[src/rtl/i2c_regfile_target.sv]
// I2C target with a byte-wide register file, auto-incrementing sub-address pointer
// and per-register read-only status mapping.
module i2c_regfile_target #(
  parameter logic [6:0]          I2C_ADDR    = 7'h70,
  parameter int                  NUM_REGS    = 16,
  parameter logic [NUM_REGS-1:0] RO_MASK     = '0,
  parameter logic [7:0]          RST_VAL     = 8'h00,
  parameter int                  SYNC_STAGES = 2
) (
  input  logic                  clk,
  input  logic                  rst,
  input  logic                  sda_in,
  input  logic                  scl_in,
  output logic                  sda_out,
  output logic                  sda_oe,
  output logic [NUM_REGS*8-1:0] regs_out,
  input  logic [NUM_REGS*8-1:0] status_in,
  output logic [NUM_REGS-1:0]   wr_strobe,
  output logic                  busy
);
  localparam int SUB_W = $clog2(NUM_REGS);

  typedef enum logic [3:0] {
    IDLE, ADDR, ADDR_ACK, SUB, SUB_ACK, WDATA, WDATA_ACK, RDATA, RDATA_ACK
  } state_t;

  logic [SYNC_STAGES-1:0] sda_sync_q, sda_sync_d, scl_sync_q, scl_sync_d;
  logic                   sda_hist_q, scl_hist_q;
  logic                   sda_s, scl_s, scl_rise, scl_fall, start_det, stop_det;

  state_t                 state_q, state_d;
  logic [3:0]             cnt_q, cnt_d;
  logic [7:0]             shift_q, shift_d;
  logic [SUB_W-1:0]       ptr_q, ptr_d, ptr_inc;
  logic                   rw_q, rw_d;
  logic                   sda_oe_q, sda_oe_d;
  logic                   busy_q, busy_d;
  logic [NUM_REGS*8-1:0]  regs_q, regs_d;
  logic [NUM_REGS-1:0]    wr_strobe_q, wr_strobe_d;
  logic [7:0]             rd_cur, rd_next;

  // Synchronisers reset to the idle bus level so reset release never fakes an edge
  assign sda_sync_d = {sda_sync_q[SYNC_STAGES-2:0], sda_in};
  assign scl_sync_d = {scl_sync_q[SYNC_STAGES-2:0], scl_in};
  assign sda_s      = sda_sync_q[SYNC_STAGES-1];
  assign scl_s      = scl_sync_q[SYNC_STAGES-1];
  assign scl_rise   = scl_s & ~scl_hist_q;
  assign scl_fall   = ~scl_s & scl_hist_q;
  assign start_det  = scl_s & scl_hist_q & sda_hist_q & ~sda_s;
  assign stop_det   = scl_s & scl_hist_q & ~sda_hist_q & sda_s;

  assign ptr_inc = ptr_q + SUB_W'(1);
  assign rd_cur  = RO_MASK[ptr_q]   ? status_in[{ptr_q, 3'b000} +: 8]   : regs_q[{ptr_q, 3'b000} +: 8];
  assign rd_next = RO_MASK[ptr_inc] ? status_in[{ptr_inc, 3'b000} +: 8] : regs_q[{ptr_inc, 3'b000} +: 8];

  always_comb begin
    state_d     = state_q;
    cnt_d       = cnt_q;
    shift_d     = shift_q;
    ptr_d       = ptr_q;
    rw_d        = rw_q;
    sda_oe_d    = sda_oe_q;
    regs_d      = regs_q;
    wr_strobe_d = '0;
    if (start_det) begin
      state_d  = ADDR;
      cnt_d    = 4'd0;
      sda_oe_d = 1'b0;
    end else if (stop_det) begin
      state_d  = IDLE;
      sda_oe_d = 1'b0;
    end else begin
      case (state_q)
        ADDR, SUB, WDATA: begin
          if (scl_rise) begin
            shift_d = {shift_q[6:0], sda_s};
            cnt_d   = cnt_q + 4'd1;
            if (cnt_q == 4'd7) begin
              cnt_d = 4'd0;
              case (state_q)
                ADDR: begin
                  if (shift_d[7:1] == I2C_ADDR) begin
                    rw_d    = shift_d[0];
                    state_d = ADDR_ACK;
                  end else begin
                    state_d = IDLE;
                  end
                end
                SUB: begin
                  ptr_d   = shift_d[SUB_W-1:0];
                  state_d = SUB_ACK;
                end
                default: begin
                  if (!RO_MASK[ptr_q]) begin
                    regs_d[{ptr_q, 3'b000} +: 8] = shift_d;
                    wr_strobe_d[ptr_q]           = 1'b1;
                  end
                  ptr_d   = ptr_inc;
                  state_d = WDATA_ACK;
                end
              endcase
            end
          end
        end
        // First falling edge starts driving the ACK, the second one ends it
        ADDR_ACK, SUB_ACK, WDATA_ACK: begin
          if (scl_fall) begin
            if (!sda_oe_q) begin
              sda_oe_d = 1'b1;
            end else begin
              sda_oe_d = 1'b0;
              cnt_d    = 4'd0;
              if (state_q == ADDR_ACK && rw_q) begin
                shift_d  = rd_cur;
                sda_oe_d = ~rd_cur[7];
                state_d  = RDATA;
              end else if (state_q == ADDR_ACK) begin
                state_d = SUB;
              end else begin
                state_d = WDATA;
              end
            end
          end
        end
        // cnt 0 on a falling edge means the byte was loaded after a master ACK
        RDATA: begin
          if (scl_rise) begin
            cnt_d = cnt_q + 4'd1;
          end else if (scl_fall) begin
            if (cnt_q == 4'd8) begin
              sda_oe_d = 1'b0;
              cnt_d    = 4'd0;
              state_d  = RDATA_ACK;
            end else if (cnt_q == 4'd0) begin
              sda_oe_d = ~shift_q[7];
            end else begin
              shift_d  = {shift_q[6:0], 1'b0};
              sda_oe_d = ~shift_q[6];
            end
          end
        end
        RDATA_ACK: begin
          if (scl_rise) begin
            if (sda_s) begin
              state_d = IDLE;
            end else begin
              ptr_d   = ptr_inc;
              shift_d = rd_next;
              cnt_d   = 4'd0;
              state_d = RDATA;
            end
          end
        end
        default: ;
      endcase
    end
    busy_d = (state_d != IDLE);
  end

  always_ff @(posedge clk or posedge rst) begin
    if (rst) begin
      sda_sync_q  <= '1;
      scl_sync_q  <= '1;
      sda_hist_q  <= 1'b1;
      scl_hist_q  <= 1'b1;
      state_q     <= IDLE;
      cnt_q       <= 4'd0;
      shift_q     <= 8'd0;
      ptr_q       <= '0;
      rw_q        <= 1'b0;
      sda_oe_q    <= 1'b0;
      busy_q      <= 1'b0;
      regs_q      <= {NUM_REGS{RST_VAL}};
      wr_strobe_q <= '0;
    end else begin
      sda_sync_q  <= sda_sync_d;
      scl_sync_q  <= scl_sync_d;
      sda_hist_q  <= sda_s;
      scl_hist_q  <= scl_s;
      state_q     <= state_d;
      cnt_q       <= cnt_d;
      shift_q     <= shift_d;
      ptr_q       <= ptr_d;
      rw_q        <= rw_d;
      sda_oe_q    <= sda_oe_d;
      busy_q      <= busy_d;
      regs_q      <= regs_d;
      wr_strobe_q <= wr_strobe_d;
    end
  end

  assign sda_out   = 1'b0;
  assign sda_oe    = sda_oe_q;
  assign busy      = busy_q;
  assign regs_out  = regs_q;
  assign wr_strobe = wr_strobe_q;
endmodule

[config.mk]
export PLATFORM = sky130hd
export DESIGN_NAME = i2c_regfile_target
export DESIGN_NICKNAME = d
export VERILOG_FILES = /design/src/rtl/i2c_regfile_target.sv
export SDC_FILE = /design/constraint.sdc
export NUM_CORES = 1
export LEC_CHECK = 0
export CAP_MARGIN = 20
export CORE_ASPECT_RATIO = 0.7
export CORE_MARGIN = 4
export CORE_UTILIZATION = 28
export DETAILED_ROUTE_END_ITERATION = 10
export SYNTH_ARGS = -nofsm -noshare
export SYNTH_HDL_FRONTEND = slang
export SYNTH_SLANG_ARGS = --single-unit
[constraint.sdc]
create_clock -name clk -period 7.9 [get_ports clk]
set_input_delay 1.185 -clock clk [delete_from_list [all_inputs] [get_ports clk]]
set_output_delay 1.185 -clock clk [all_outputs]
set_load 0.01 [all_outputs]
==> results.md, run 1 <==
* Reg2Reg Depth at 9
* Top cell type by total area after synthesis: dfrtp_1
* Synth Area per Inst at 11.5 sq um
* Drt via density at 5.42
* Total Routing Usage GR at 18.1%
* Worst-path cell chain: buf_4 -> inv_2 -> ha_2 -> buf_4 -> mux4_2 -> mux2i_1 -> o22ai_1 -> a2111oi_0 -> a21oi_1
* Status: completed
* Post-CTS Setup Inserts at 0
* Post-Route WL at 33500 um
* Remaining antenna violation count at 0
* Synthesized Nets at 962
* Gr ovfl total at 0
* Syn-to-layout area delta at 26.3%
* Crit path max fanout at 64
* Reg2Reg Setup Slack at 3.54 ns
* Die ar. at 36600 sq um
* Largest net degree at the start of global routing at 103
* Drt wl/cell at 24.2 um
* Nets at 1086
* Die Y at 161 um
* Hold Crit Depth at 0
* Worst path most repeated cell: buf_4
* P per Cell Area at 172 nW/um^2
* Post-synthesis sequential area ratio at 46.1%
* Port bufs at 149
* Area contributors post-synth: dfrtp_1 (44%), mux4_2 (14%), mux2_2 (12%)
* Clk slew on worst S/H paths at 0.07 ns
* Synth Register Bits at 173
* Cts bufs inserted at 17
* Core area at 32700 sq um
* Synth Cell Area at 9410 sq um
* Fin crit period at 4.36 ns
* Commonest non-fill, non-tap cell in the layout: dfrtp_1
* Most frequent cells in the layout: dfrtp_1 (165), clkdlybuf4s50_1 (149), nand2_1 (109)
* # clock sinks at 173
* NetSw at 0.591 mW
* CTS Hold Bufs at 0
* Leakage at 4.75 nW
* Final period util at 55.2%
* H-tree depth at 4
* Fmax at 229 MHz
* Critical path class: reg -> reg
* DP HPWL at 23700 um
* Setup TNS at 0 ns
* Hold WS at 0.358 ns
* Switching Share at 28.9%
* Clock Path Buffers at 2
* Clk network pwr share at 42.3%
* Final setup vio count at 0
* Number of core rows at 55
* YS warnings at 0
* Number of global-route vias before repair at 7235
* Crit path launch type: flip-flop
* Tightest Pin Transition at 1.00 ns
* Power Internal at 1.45 mW
* CTS tree: done
* Worst endpoint data arrival time at 4.65 ns
* Max Cap Violations at 0
* Initial Util at 28.8%
* RSZ-0062 raised after global routing: false
* Prevailing post-synth register cell: dfrtp_1
* Yosys top cell area share at 44.4%
* Worst skew pair latency at 0.44 ns
* Initial antenna violation count at 0
* First-pass GRT wire length at 49300 um
* # IOs at 279
* # diodes at 0
* Layout cells sized above 1 at 22.7%
* Slowest CP cell: ha_2
* Crit path required time at 8.19 ns
* Post-CTS Resized at 0
* Distinct cells, synth at 69
* Placer Congestion at 0.884
* Layout Skew at 0.0153 ns
* Element type at the critical path end: flip-flop
* Slew Limit Fails at 0
* Rel. slew slack at 33.2%
* Detailed-route via count at 7495
* Sequential share of power at 50.7%
* CTS root buf: clkbuf_16
* Fraction of registers with async set/reset at 100%
* Slowest Stage Delay on Critical Path at 0.76 ns
* Number of remaining DRC errors at 0
* Fin. Hold Viols at 0
* Pre-antenna DRT Iters at 5
* Initial drt markers at 752
* Peak supply drop at 0.102 mV
* Comb power frac at 7.0%
* Post-synth EDFFs at 0
* Die W at 227 um
* Syn Inst Count at 820
* HP Class: reg -> reg
[cell usage after synthesis (6+ instances only)]
master     count
nand3_1       15
ha_1          10
a22o_1         7
mux4_2        57
clkbuf_1      31
nand2b_1       7
nor2_1        58
mux2i_1       17
dfstp_2        6
o22ai_1       14
nor3_1        18
mux2_2        97
o21ai_0       65
inv_1         14
a2111oi_0      7
buf_2         14
nand2_1      109
dfrtp_1      167
nor2b_1        8
a21oi_1       19
[metrics by stage]
stage                     instances  setup slack, ns  instance area, sq um  total power [mW]  util (%)
after detailed placement       1351             3.62                 11300              1.19      34.5
final                          1384             3.54                 11900              2.05      36.3
after global routing           1384             3.37                 11900              2.12      36.3
after floorplan                 820             2.04                  9410              1.11         -
after global placement         1351             3.71                 11300              1.19      34.5
after CTS                      1383             3.61                 11900              2.06      36.3
[worst paths after layout]
path | start | endpoint
setup / recovery | ptr_q[0]$_DFFE_PP0P_ | shift_q[6]$_DFFE_PP0P_
hold / removal | sda_sync_q[0]$_DFF_PP1_ | sda_sync_q[1]$_DFF_PP1_
setup reg to reg | ptr_q[0]$_DFFE_PP0P_ | shift_q[6]$_DFFE_PP0P_
hold reg to reg | sda_sync_q[0]$_DFF_PP1_ | sda_sync_q[1]$_DFF_PP1_
max in group asynchronous | rst | regs_out[93]$_DFFE_PP0P_
min in group asynchronous | rst | regs_out[48]$_DFFE_PP0P_
[routing by layer]
layer / routed length, um / vias to the layer above / part of all wire [%] / global-route usage (%)
met2: 13800 / 364 / 41 / 24.1
met5: 62 / - / 0.19 / 1.34
met1: 15900 / 3843 / 48 / 28.1
met3: 3350 / 30 / 10 / 6.34
li1: - / 3256 / - / -
met4: 393 / 2 / 1.2 / 3.19
[critical path, delay by kind of cell, from the launching register on]
| kind | cells | cell delay [ns] |
|---|---|---|
| buffers and inverters | 3 | 1.52 |
| multiplexers | 2 | 0.78 |
| adder cells (fa/ha/maj) | 1 | 0.76 |
| AO/OA/AOI/OAI | 3 | 0.74 |
| flip-flops | 1 | 0.34 |
[power by group through the flow]
| stage | Sequential (mW) | Clock, mW | Combinational (mW) |
|---|---|---|---|
| after floorplan | 0.965 | 0 | 0.144 |
| after global placement | 1.05 | 0 | 0.139 |
| after detailed placement | 1.05 | 0 | 0.143 |
| after CTS | 1.03 | 0.879 | 0.143 |
| after global routing | 1.04 | 0.912 | 0.161 |
| final | 1.04 | 0.865 | 0.143 |
[sequential cells by signal, indices dropped and copies added (netlist names), 2 cells and up]
register / flops
cnt_q: 4
shift_q: 8
state_q: 4
ptr_q: 4
regs_out: 128
sda_sync_q: 2
scl_sync_q: 2
wr_strobe: 16
[cell families (layout without fill, tap and decap cells)]
kind of cell	count (synthesis)	count (layout)	share of synthesized area, %
muxes	171	171	27.1
xor gates and xnor gates	6	6	0.559
buffers and inverters	69	206	3.10
other	1	1	0.0399
and+or+nand+nor	252	252	12.7
AOI/OAI and AO/OA	137	137	8.99
adders and majority gates	11	11	1.44
DFF	173	173	46.1
[layout make-up]
cell class	count	area, sq um
tap	427	534
sequential	173	4340
fill	3181	20800
clock inverter	11	136
inverter	16	65.1
multi-input combinational	578	4790
timing repair buffer	158	1560
clock buffer	21	450
No activity file was read; power rests on OpenSTA's default activity.
==> inputs of run 2 (changes only) <==
==> constraint.sdc (replaced) <==
create_clock -name clk -period 3.55 [get_ports clk]
set_input_delay 0.5325 -clock clk [delete_from_list [all_inputs] [get_ports clk]]
set_output_delay 0.5325 -clock clk [all_outputs]
set_load 0.01 [all_outputs]
==> run 2 against run 1 <==
Cell area grew 2.5%. Via count grew 2.0%. Setup slack lost 3.1 ns. Routed wire length shrank 0.21%. Core utilization grew 0.93 points. Power grew 130%. Clock power grew 140%. Sequential share of layout area shrank 0.91 points. Critical path type unchanged.
==> results.md, run 2 (synthesis gave the netlist of run 1 again) <==
* Status: completed
* Number of core rows at 55
* Core area at 32700 sq um
* Number of global-route vias before repair at 7392
* Leakage at 4.94 nW
* Nets at 1116
* Fin. Hold Viols at 0
* Post-CTS Resized at 0
* DP HPWL at 24700 um
* Family with the most delay on the worst path: multiplexers
* Clock Path Buffers at 2
* Syn-to-layout area delta at 29.5%
* Rel. slew slack at 43.4%
* Post-placement cell count at 1382
* Fmax at 320 MHz
* Remaining antenna violation count at 0
* Fin crit period at 3.13 ns
* Critical path class: reg -> reg
* Slew Limit Fails at 0
* Total Routing Usage GR at 18.3%
* Max Cap Violations at 0
* Element type at the critical path end: flip-flop
* Crit path max fanout at 25
* Die Y at 161 um
* Layout cells sized above 1 at 25.1%
* Drt wl/cell at 23.6 um
* H-tree depth at 4
* Detailed-route via count at 7647
* Drt via density at 5.41
* Tightest Pin Transition at 0.845 ns
* Hold WS at 0.357 ns
* HP Class: reg -> reg
* Initial antenna violation count at 1
* Post-layout util at 37.3%
* Layout Skew at 0.0135 ns
* P per Cell Area at 389 nW/um^2
* Worst skew pair latency at 0.44 ns
* Pre-antenna DRT Iters at 6
* Placer Congestion at 0.919
* Worst-path cell chain: inv_2 -> ha_2 -> buf_12 -> mux4_2 -> mux2i_1 -> o22ai_1 -> a2111oi_0 -> a21oi_1
* Total Power at 4.73 mW
* Post-Route WL at 33400 um
* Slowest CP cell: mux4_2
* Post-placement cell area at 11500 sq um
* Port bufs at 149
* Clk slew on worst S/H paths at 0.07 ns
* # clock sinks at 173
* CTS Hold Bufs at 0
* CTS tree: done
* Slowest Stage Delay on Critical Path at 0.58 ns
* Final period util at 88.1%
* Number of remaining DRC errors at 0
* Gr ovfl total at 0
* CTS root buf: clkbuf_16
* Final setup vio count at 0
* Worst path setup slack after routing at 0.421 ns
* Die W at 227 um
* Initial drt markers at 987
* Cell Count, Final, Fillers Out at 1414
* WP buf/inv at 2
* FILL cells at 3186
* First-pass GRT wire length at 50100 um
* Cts bufs inserted at 17
* Initial Util at 28.8%
* Commonest non-fill, non-tap cell in the layout: dfrtp_1
* Crit path launch type: flip-flop
* Most frequent cells in the layout: dfrtp_1 (165), clkdlybuf4s50_1 (149), nand2_1 (109)
* Max FFs per register at 128
* # diodes at 0
* Peak supply drop at 0.316 mV
* Largest net degree at the start of global routing at 65
* # IOs at 279
* Post-route cell area at 12200 sq um
* Crit path required time at 3.84 ns
* Post-Place Worst Slack at 0.485 ns
* Worst endpoint data arrival time at 3.42 ns
* Post-CTS Setup Inserts at 0
* RSZ-0062 raised after global routing: false
* Setup TNS at 0 ns
* Die ar. at 36600 sq um
-- run 2: changes by cell type in the layout (fill, tap and decap cells not counted), moves of 2 or more --
| cell | delta |
|---|---|
| clkbuf_1 | -2 |
| buf_4 | +28 |
| buf_12 | +3 |
| bufinv_16 | +2 |
| clkinvlp_4 | -2 |
-- run 2: routing by layer --
layer  track usage, %  wire length, um  part of all wire, %
met4             3.16              313                 0.94
met3             5.78             3450                   10
met5                0               13                0.039
met1             28.8            16000                   48
met2             24.7            13700                   41
-- run 2: worst paths after layout --
kind                                         start                        to  slack [ns]  depth (start not counted)
max                           ptr_q[0]$_DFFE_PP0P_    shift_q[6]$_DFFE_PP0P_        0.42                          8
min                        scl_sync_q[0]$_DFF_PP1_   scl_sync_q[1]$_DFF_PP1_        0.36                          0
max reg2reg                   ptr_q[0]$_DFFE_PP0P_    shift_q[6]$_DFFE_PP0P_        0.42                          8
min reg2reg                scl_sync_q[0]$_DFF_PP1_   scl_sync_q[1]$_DFF_PP1_        0.36                          0
max in group asynchronous                      rst   wr_strobe[12]$_DFF_PP0_        2.27                          3
min in group asynchronous                      rst  regs_out[71]$_DFFE_PP0P_        0.47                          2
-- run 2: power breakdown --
part	switching (mW)	leakage, nW	internal [mW]
clock	0.861	0.315	1.20
sequential	0.157	2.35	2.04
combinational	0.315	2.27	0.160
total	1.33	4.94	3.40
-- run 2: layout make-up --
class / count / area, sq um / share of cell area, %
well taps: 427 / 534 / 4.38
inverters: 16 / 63.8 / 0.524
repair buffers: 188 / 1820 / 15.0
clock inverters: 14 / 208 / 1.70
clock buffers: 18 / 429 / 3.52
multi-input cells: 578 / 4790 / 39.3
flip-flops and latches: 173 / 4340 / 35.6
==> inputs of run 3 (changes only) <==
--- a/config.mk
+++ b/config.mk
@@ -13,3 +13,4 @@
 export SYNTH_ARGS = -nofsm -noshare
 export SYNTH_HDL_FRONTEND = slang
 export SYNTH_SLANG_ARGS = --single-unit
+export TNS_END_PERCENT = 30
==> constraint.sdc (replaced) <==
create_clock -name clk -period 3.1 [get_ports clk]
set_input_delay 0.465 -clock clk [delete_from_list [all_inputs] [get_ports clk]]
set_output_delay 0.465 -clock clk [all_outputs]
set_load 0.01 [all_outputs]
==> run 3 against run 2 <==
First-iteration DRC count down 20%. Hold slack better by 0.0021 ns. Sequential power rose by 10%. Setup slack got worse by 0.022 ns. Fmax up 16%. Combinational power rose by 43%. Critical path depth stayed put. Largest power group unchanged.
==> results.md, run 3 (synthesis gave the netlist of run 1 again) <==
* Status: completed
* Total Power at 5.38 mW
* Die W at 227 um
* # diodes at 0
* Max Cap Violations at 0
* Area of the multi-input gates at 4790 sq um
* Max FFs per register at 128
* Final setup vio count at 0
* Cts bufs inserted at 17
* Commonest non-fill, non-tap cell in the layout: dfrtp_1
* HP Class: reg -> reg
* Syn-to-layout area delta at 31.5%
* Post-route cell area at 12400 sq um
* P per Cell Area at 435 nW/um^2
* Most frequent cells in the layout: dfrtp_1 (165), clkdlybuf4s50_1 (149), nand2_1 (109)
* Worst-path cell chain: inv_2 -> ha_2 -> buf_12 -> mux4_2 -> mux2i_1 -> o22ai_1 -> a2111oi_0 -> a21oi_1
* CTS tree: done
* Drt via density at 5.39
* Leakage at 5.03 nW
* Die ar. at 36600 sq um
* Detailed-route via count at 7713
* Worst endpoint data arrival time at 2.99 ns
* Pre-antenna DRT Iters at 5
* # IOs at 279
* Clk slew on worst S/H paths at 0.08 ns
* Post-CTS Resized at 0
* Layout Skew at 0.0135 ns
* # clock sinks at 173
* Number of remaining DRC errors at 0
* Crit path max fanout at 16
* Port bufs at 149
* Placer Congestion at 0.914
* Slowest CP cell: mux4_2
* Number of core rows at 55
* Register area at 4340 sq um
* Total Routing Usage GR at 18.2%
* Post-placement cell area at 11700 sq um
* H-tree depth at 4
* Slowest Stage Delay on Critical Path at 0.57 ns
* RSZ-0062 raised after global routing: false
* Number of global-route vias before repair at 7409
* Peak supply drop at 0.289 mV
* Nets at 1134
* Crit path required time at 3.39 ns
* Initial antenna violation count at 0
* Post-Route WL at 33400 um
* Critical path class: reg -> reg
* Layout cells sized above 1 at 26.6%
* CTS Hold Bufs at 0
* Initial drt markers at 785
* Element type at the critical path end: flip-flop
* Fin crit period at 2.70 ns
* Fmax at 370 MHz
* Clock Path Buffers at 2
* FILL cells at 3143
* Tightest Pin Transition at 0.917 ns
* Core area at 32700 sq um
* Rel. slew slack at 38.3%
* Largest net degree at the start of global routing at 118
* Worst skew pair latency at 0.44 ns
* CTS root buf: clkbuf_16
* Fin. Hold Viols at 0
* Crit path launch type: flip-flop
* Slew Limit Fails at 0
* DP HPWL at 24500 um
* Initial Util at 28.8%
* Post-CTS Setup Inserts at 0
* Drt wl/cell at 23.4 um
* Gr ovfl total at 0
* Remaining antenna violation count at 0
* Final period util at 87.1%
* Die Y at 161 um
* First-pass GRT wire length at 49900 um
## run 3: cell types whose count changed in the layout (fill, tap and decap cells not counted), sizes merged
cell | previous run | this run
inv | 20 | 23
clkbuf | 18 | 19
clkinv | 5 | 2
buf | 39 | 57
bufinv | 4 | 2
clkinvlp | 1 | 2
## run 3: cell type report
class,count,share of cell area [%]
Multi-Input combinational cell,578,38.7
Inverter,16,0.516
Clock buffer,19,3.66
Timing Repair Buffer,206,16.3
Sequential cell,173,35.1
Clock inverter,13,1.36
Tap cell,427,4.32
## run 3: layer usage
layer,track usage (%),up-vias,routed length (um)
met4,3.44,0,359
met1,27.8,3916,15600
li1,-,3382,-
met2,24.5,390,13600
met5,0,-,0
met3,6.83,25,3860
## run 3: path summary, 6_finish.rpt
kind                                               from                       end  slack (ns)  depth (start not counted)
worst min-delay path            scl_sync_q[0]$_DFF_PP1_   scl_sync_q[1]$_DFF_PP1_        0.36                          0
worst max-delay path               ptr_q[0]$_DFFE_PP0P_    shift_q[5]$_DFFE_PP0P_        0.40                          8
max in group asynchronous                           rst  regs_out[90]$_DFFE_PP0P_        2.01                          3
worst max register to register     ptr_q[0]$_DFFE_PP0P_    shift_q[5]$_DFFE_PP0P_        0.40                          8
worst min register to register  scl_sync_q[0]$_DFF_PP1_   scl_sync_q[1]$_DFF_PP1_        0.36                          0
min in group asynchronous                           rst      cnt_q[1]$_DFFE_PP0P_        0.48                          3
## run 3: critical path: cells and delay by family (launching register included)
| family | cells | cell delay [ns] |
|---|---|---|
| muxes | 2 | 0.79 |
| AOI/OAI and AO/OA | 3 | 0.66 |
| adders and majority gates | 1 | 0.44 |
| DFF | 1 | 0.40 |
| buffers and inverters | 2 | 0.26 |
## run 3: through the flow
step	setup TNS (ns)	hold slack [ns]	cells	setup WS [ns]	utilization [%]
after floorplan	-1.47	0.345	820	-0.222	-
after global placement	0	0.348	1400	0.470	35.9
after detailed placement	0	0.350	1400	0.441	35.9
after CTS	0	0.361	1432	0.410	37.8
after global routing	0	0.362	1432	0.151	37.8
final	0	0.360	1432	0.399	37.8
## run 3: where the power goes
part           switching, mW  internal [mW]  leakage, nW
clock network           1.02           1.27        0.305
registers             0.0778           2.34         2.35
logic                  0.465          0.213         2.37
